<file path="config.mk">
export PLATFORM = sky130hd
export DESIGN_NAME = serial_subtractor
export DESIGN_NICKNAME = d
export VERILOG_FILES = /design/src/rtl/serial_arith_pkg.sv /design/src/rtl/full_subtractor_bit.sv /design/src/rtl/serial_subtractor.sv
export SDC_FILE = /design/constraint.sdc
export NUM_CORES = 1
export LEC_CHECK = 0
export BUFFER_PORTS_ARGS = -buffer_cell sky130_fd_sc_hd__buf_2
export CAP_MARGIN = 15
export CORE_ASPECT_RATIO = 0.6
export CORE_MARGIN = 2
export CORE_UTILIZATION = 39
export DETAILED_ROUTE_END_ITERATION = 6
export PLACE_DENSITY = 0.7
export SKIP_CTS_REPAIR_TIMING = 1
export SYNTH_ARGS = -nofsm -noshare
export SYNTH_HDL_FRONTEND = slang
export SYNTH_SLANG_ARGS = --single-unit
</file>
<file path="constraint.sdc">
create_clock -name clk -period 1.9 [get_ports clk]
set_clock_uncertainty 0.1 [all_clocks]
set_input_delay 0.19 -clock clk [delete_from_list [all_inputs] [get_ports clk]]
set_output_delay 0.19 -clock clk [all_outputs]
set_load 0.03 [all_outputs]
</file>
<file path="src/rtl/serial_arith_pkg.sv">
// Shared constants for the bit-serial arithmetic blocks: FSM state encoding and default width.
package serial_arith_pkg;

  localparam logic [1:0] S_IDLE = 2'd0;
  localparam logic [1:0] S_RUN  = 2'd1;
  localparam logic [1:0] S_DONE = 2'd2;

  localparam int unsigned SERIAL_WIDTH_DEF = 8;

  typedef enum logic [1:0] {
    StIdle = S_IDLE,
    StRun  = S_RUN,
    StDone = S_DONE
  } serial_state_e;

endpackage

</file>
<file path="src/rtl/full_subtractor_bit.sv">
// One-bit full subtractor: d = x - y - bin, with borrow-out. Purely combinational.
module full_subtractor_bit (
  input  logic x,
  input  logic y,
  input  logic bin,
  output logic d,
  output logic bout
);

  assign d    = x ^ y ^ bin;
  assign bout = (~x & y) | (~(x ^ y) & bin);

endmodule

</file>
<file path="src/rtl/serial_subtractor.sv">
// LSB-first bit-serial subtractor (diff = a - b - bin) with start/busy/done handshake.
// Optional signed overflow output ovf is enabled by defining SERIAL_SUB_OVF_EN.
module serial_subtractor
  import serial_arith_pkg::*;
#(
  parameter int unsigned WIDTH = SERIAL_WIDTH_DEF
) (
  input  logic             clk,
  input  logic             rst,
  input  logic             start,
  input  logic [WIDTH-1:0] a,
  input  logic [WIDTH-1:0] b,
  input  logic             bin,
  output logic             busy,
  output logic             done,
  output logic [WIDTH-1:0] diff,
  output logic             bout
`ifdef SERIAL_SUB_OVF_EN
  , output logic           ovf
`endif
);

  localparam int unsigned CntW = $clog2(WIDTH);
  localparam logic [CntW-1:0] CntLast = CntW'(WIDTH - 1);

  serial_state_e state_q, state_d;

  logic [WIDTH-1:0] sa_q, sa_d;
  logic [WIDTH-1:0] sb_q, sb_d;
  logic [WIDTH-1:0] diff_q, diff_d;
  logic [CntW-1:0]  cnt_q, cnt_d;
  logic             br_q, br_d;
  logic             bout_q, bout_d;

  logic load;
  logic last;
  logic cell_d;
  logic cell_bout;

  full_subtractor_bit u_cell (
    .x    (sa_q[0]),
    .y    (sb_q[0]),
    .bin  (br_q),
    .d    (cell_d),
    .bout (cell_bout)
  );

  assign last = (state_q == StRun) && (cnt_q == CntLast);

  always_comb begin
    state_d = state_q;
    sa_d    = sa_q;
    sb_d    = sb_q;
    diff_d  = diff_q;
    cnt_d   = cnt_q;
    br_d    = br_q;
    bout_d  = bout_q;
    load    = 1'b0;

    unique case (state_q)
      StIdle: begin
        load = start;
      end
      StRun: begin
        sa_d   = {1'b0, sa_q[WIDTH-1:1]};
        sb_d   = {1'b0, sb_q[WIDTH-1:1]};
        diff_d = {cell_d, diff_q[WIDTH-1:1]};
        br_d   = cell_bout;
        if (last) begin
          // Hold the counter at its final value instead of wrapping.
          bout_d  = cell_bout;
          state_d = StDone;
        end else begin
          cnt_d = cnt_q + 1'b1;
        end
      end
      StDone: begin
        load    = start;
        state_d = StIdle;
      end
      default: begin
        state_d = StIdle;
      end
    endcase

    // Accepted start: capture operands and begin a fresh run (also from DONE, back-to-back).
    if (load) begin
      sa_d    = a;
      sb_d    = b;
      br_d    = bin;
      cnt_d   = '0;
      diff_d  = '0;
      state_d = StRun;
    end
  end

  always_ff @(posedge clk) begin
    if (rst) begin
      state_q <= StIdle;
      sa_q    <= '0;
      sb_q    <= '0;
      diff_q  <= '0;
      cnt_q   <= '0;
      br_q    <= 1'b0;
      bout_q  <= 1'b0;
    end else begin
      state_q <= state_d;
      sa_q    <= sa_d;
      sb_q    <= sb_d;
      diff_q  <= diff_d;
      cnt_q   <= cnt_d;
      br_q    <= br_d;
      bout_q  <= bout_d;
    end
  end

  assign busy = (state_q == StRun);
  assign done = (state_q == StDone);
  assign diff = diff_q;
  assign bout = bout_q;

`ifdef SERIAL_SUB_OVF_EN
  logic amsb_q;
  logic bmsb_q;
  logic ovf_q;

  // Operand MSBs are shifted out during the run, so keep copies for the overflow test.
  always_ff @(posedge clk) begin
    if (rst) begin
      amsb_q <= 1'b0;
      bmsb_q <= 1'b0;
      ovf_q  <= 1'b0;
    end else begin
      if (load) begin
        amsb_q <= a[WIDTH-1];
        bmsb_q <= b[WIDTH-1];
      end
      if (last) begin
        ovf_q <= (amsb_q != bmsb_q) && (cell_d != amsb_q);
      end
    end
  end

  assign ovf = ovf_q;
`endif

endmodule

</file>
; Yosys cells after proc, flatten, opt, wreduce, memory -nomap -nowiden
; Cells that the tools add are included.
[op_classes]
addsub = 1
n_mul = 0
div_mod_pow = 0
order_cmp = 0
n_eq_ne = 6
shift = 0
muxes = 10
n_bitwise = 9
reduce_logical = 9
[op_table]
columns = cell, count
row1 = two-way mux 8 bit, 4
row2 = AND reduction 2 bit, 4
row3 = two-way mux 1 bit, 4
row4 = inverter 1 bit, 4
row5 = case mux 2 bit (2 select lines), 1
row6 = OR reduction 2 bit, 2
row7 = adder 3 x 1 -> 3 bit (second input constant), 1
row8 = == test 3 bit (second input constant), 1
row9 = inequality test 3 x 1 -> 1 bit (second input constant), 1
row10 = AND 1 bit, 2
row11 = == test 2 x 1 -> 1 bit (second input constant), 1
row12 = == test 2 bit (second input constant), 1
row13 = logical NOT 2 bit, 1
row14 = two-way mux 2 bit, 1
row15 = inequality test 2 x 1 -> 1 bit (second input constant), 1
row16 = inequality test 2 bit (second input constant), 1
row17 = nonzero test 2 bit, 1
row18 = XOR 1 bit, 2
row19 = logical AND 1 bit, 1
row20 = bitwise OR 1 bit, 1
[totals]
register_bits = 31
latchBits = 0
ramBits = 0
mem_bits_ro = 0
input_bits = 20
out_inout_bits = 11
elab_cells = 43
mem_count = 0

; Logic depth before layout (Yosys ltp)
[logic_depth]
word_depth = 6
ltp_mapped = 7

; Cells and area by module
; A second synthesis with hierarchy kept.
[unflattened]
hier_cells = 148
hier_area_um2 = 1262.5
[by_module_without_submodules]
columns = mod, instances, cells_each, area_each_um2
row1 = serial_subtractor, 1, 144, 1231.2
row2 = full_subtractor_bit, 1, 4, 31.3

; Worst setup path before layout
; No wires, ideal clock.
[synth_path]
path_type = register to register
startpoint = register cnt_q[0]
endpoint = register cnt_q[0]
setup_ns = 0.117
t_arrival_ns = 1.189
required_time_ns = 1.683
slack_ns = 0.493
stages_incl_launch_ff = 6
synth_period_minus_slack_ns = 1.407
path_cell_list = dfxtp_1 -> ha_1 -> ha_1 -> nor3b_2 -> xnor2_1 -> nor2_1
[synth_between]
elab_chain_len = 4
elab_cells_between_ends = 5
classes_between = add/sub: 1 / eq/ne: 1 / bitwise: 1 / reduce/logical: 2
[synth_lines]
columns = item, line_no
row1 = from (decl), serial_subtractor.sv:31  ; logic [CntW-1:0] cnt_q, cnt_d;
row2 = from (signal assigned), serial_subtractor.sv:111  ; cnt_q <= cnt_d;
row3 = == test 3 bit, serial_subtractor.sv:48  ; assign last = (state_q == StRun) && (cnt_q == CntLast);
row4 = logical AND 1 bit, serial_subtractor.sv:48
row5 = inverter 1 bit (no source line), n/a
row6 = AND reduction 2 bit (no source line), n/a
; Several ways; a longest one is shown, not always the timed one.
; A chain may end at the register's enable or synchronous reset.

; Worst setup path after layout
[layout_path]
startpoint = register state_q[1]
endpoint = output busy
[layout_between]
elab_chain_len = 1
[layout_lines]
columns = item, line_no
row1 = from (decl), serial_subtractor.sv:26  ; serial_state_e state_q, state_d;
row2 = from (signal assigned), serial_subtractor.sv:99  ; state_q <= StIdle;
row3 = from (signal assigned), serial_subtractor.sv:107  ; state_q <= state_d;
row4 = == test 2 x 1 -> 1 bit, serial_subtractor.sv:117  ; assign busy = (state_q == StRun);
row5 = to (decl), serial_subtractor.sv:14  ; output logic busy,
; Every way passes these cells.

==> flow_summary.ini <==
[outcome]
status = finished clean

[cells_and_area]
nFillCells = 355
regArea_sq_um = 621
areaGrowthSynthToFinish_pct = 17.4
multiInputGateArea_sq_um = 649
finalNonFillerCells = 226
final_layout_size_suffix_gt1_frac = 0.326
n_antenna_cell = 0
fin_nets = 203

[setup_path]
end_kind = output pin
critPathMaxStageDelay_ns = 0.33
critical_path.endpoint = busy
crit_path_start_kind = flop
critPathArrivalTime_ns = 1.43
cp_slowest_cell = dfxtp_1
path_cells = nand2b_1 -> inv_4 -> buf_2
required_ns = 1.61
r2r_start = state_q[0]
critPathMaxFanout = 29
r2r-end = diff[1]
reg2reg_setup_slack_ns = 0.31
ff2ff_path_depth = 3
path_class = reg -> out
crit_start = state_q[1]

[global_route]
antenna_found_initial = 0
first_global_vias = 1092
grt_max_degree = 30
grt_pass1_wl_mm = 5.10
groute.usage.overall = 0.173
overflow = 0

[die]
dieArea_sq_um = 4050
io_pins = 31
start_util = 0.416
core_area_sq_um = 3320
rows = 16
die_y_microns = 50.1
die_w_microns = 80.8

[timing]
setup_ws_ns = 0.181
finalMaxSlewViolations = 0
finalSetupViolations = 0
fin_crit_sh = 0.905
fin_setup_tns_ns = 0
timing.fmax_mhz = 582
min_period_ns = 1.72
relSlewSlack = 0.672
whs_ns = 0.0557
tightest_slew_ns = 0.492
hold_violations = 0
rsz0062_at_grt = no

[min_path]
whs_path_depth = 3
hold_path.class = in -> reg

[placement]
place_inst = 218
io_buffers = 30
pre_cts_ws_ns = 0.303
dp_hpwl_mm = 2.08
gp_congestion = 0.743

[synthesis]
synth_cell_types = 28
synth-main-ff-cell = dfxtp_1
synth_nets = 173
synthCells = 150
synth_area_sq_um = 1380
synth.area.top_cells = dfxtp_1 (45%), a311oi_2 (8.7%), nand2_1 (7.9%)
yosysSeqAreaShare = 0.449
yosys.area.top_type = dfxtp_1
avgSynthCellArea_sq_um = 9.21
synth_top_cell_area_share = 0.449
synth_most_common_cell = dfxtp_1
yosysWarningCount = 0
async_reset_ff_frac = 0
synth_seq_cells = 31
synth_edf_count = 0
netlist_top_cells_count = dfxtp_1 (31), nand2_1 (29), nor3_1 (13)

[power]
pwr_density_cell_nw_per_um2 = 879
vdd_drop_max_uv = 328
pwr-share-comb = 0.154
pwr-share-seq = 0.500
p_total_w = 0.00143
power_switching_share = 0.274
switching_power_w = 0.000390
p_leak_nw = 0.637
cell_internal_pwr_w = 0.00104
clockPowerShare = 0.346

[clocking]
cts_tree = yes
clk_latency_ns = 0.28
cts_sinks = 31
ctsRootBufferMaster = clkbuf_8
cts-htree-levels = 2
clkTransAtPathRegs_ns = 0.07
cts_buffer_depth = 2
cts_buffers = 5

[routing]
drc_errors = 0
wire_per_inst_microns = 13.7
postRouteAntennaNets = 0
vias = 1174
drtIter0Drc = 67
drt_first_pass_iters = 4
vias_per_cell = 5.19
drt_wl_total_mm = 3.09

[run]
maxCapViolCount = 0
[per-layer routing]
metal | global-route usage | share of wire | wire length, microns
met1 | 0.232 | 0.47 | 1460
met2 | 0.245 | 0.44 | 1360
met3 | 0.0495 | 0.069 | 212
met4 | 0.102 | 0.020 | 61
met5 | 0 | 0 | 0
[cells in the final DEF, fill, tap and decap left out]
master     Yosys  layout
dfxtp_1       31      31
fa_1           1       1
buf_2          5      30
a311oi_2       8       8
clkbuf_8       0       5
nand3_1        2       2
nor2_1        12      12
o21ai_0        2       2
nor3_1        13      13
a21oi_1       12      12
mux2i_1        1       1
buf_12         1       1
nand2b_1       3       3
inv_4          1       1
o22ai_1        6       6
buf_4          2       4
nor3b_2        1       1
a21oi_2        1       1
inv_1          2       2
clkbuf_1       1       2
a22oi_1        1       1
ha_1           2       2
nand2_2        5       5
a2111oi_4      1       1
xnor2_1        1       1
nor2b_1        2       2
clkinv_2       0       1
nand2_1       29      29
nor3_2         1       1
[state kept, by name, summed over array words and instances (netlist names)]
signal	cells
bout	1
br_q	1
cnt_q	3
diff	8
sa_q	8
sb_q	8
state_q	2
[power by group through the flow]
stage | clock network, W | logic [W] | registers (W)
5_1_grt | 0.000537 | 0.000246 | 0.000717
2_1_floorplan | 0 | 0.000175 | 0.000724
3_5_place_dp | 0 | 0.000220 | 0.000726
6_report | 0.000493 | 0.000220 | 0.000713
3_3_place_gp | 0 | 0.000213 | 0.000724
4_1_cts | 0.000498 | 0.000222 | 0.000712
[logic make-up after synthesis]
family,synth area share
buf+inv,0.0806
compound gates,0.197
flops,0.449
simple gates,0.227
mux,0.00725
xor+xnor,0.00634
fa+ha+maj,0.0326
[worst max-delay path, delay by kind of cell, from the launching register on]
| family | cells | cell delay [ns] |
|---|---|---|
| and+or+nand+nor | 1 | 0.23 |
| DFF | 1 | 0.33 |
| buffers and inverters | 2 | 0.58 |
[layout make-up]
type,instances,area share
multi-input cells,104,0.400
flip-flops and latches,31,0.383
repair buffers,35,0.123
clock buffers,7,0.0471
well taps,45,0.0347
inverters,3,0.00849
clock inverters,1,0.00309
[metrics by stage]
stage	instance area, sq um	util
after floorplan	1380	-
after global placement	1540	0.463
after detailed placement	1540	0.463
after CTS	1620	0.488
after global routing	1620	0.488
final	1620	0.488
[how the worst min path moves through the flow]
stage	startpoint	endpoint	slack, ns
3_3_place_gp	b[7]	sb_q[7]	0.34
3_5_place_dp	b[7]	sb_q[7]	0.35
5_1_grt	b[7]	sb_q[7]	0.07
2_1_floorplan	b[7]	sb_q[7]	0.23
4_1_cts	b[7]	sb_q[7]	0.05
6_report	b[7]	sb_q[7]	0.06
Note: power is estimated with default switching activity, not from simulation.
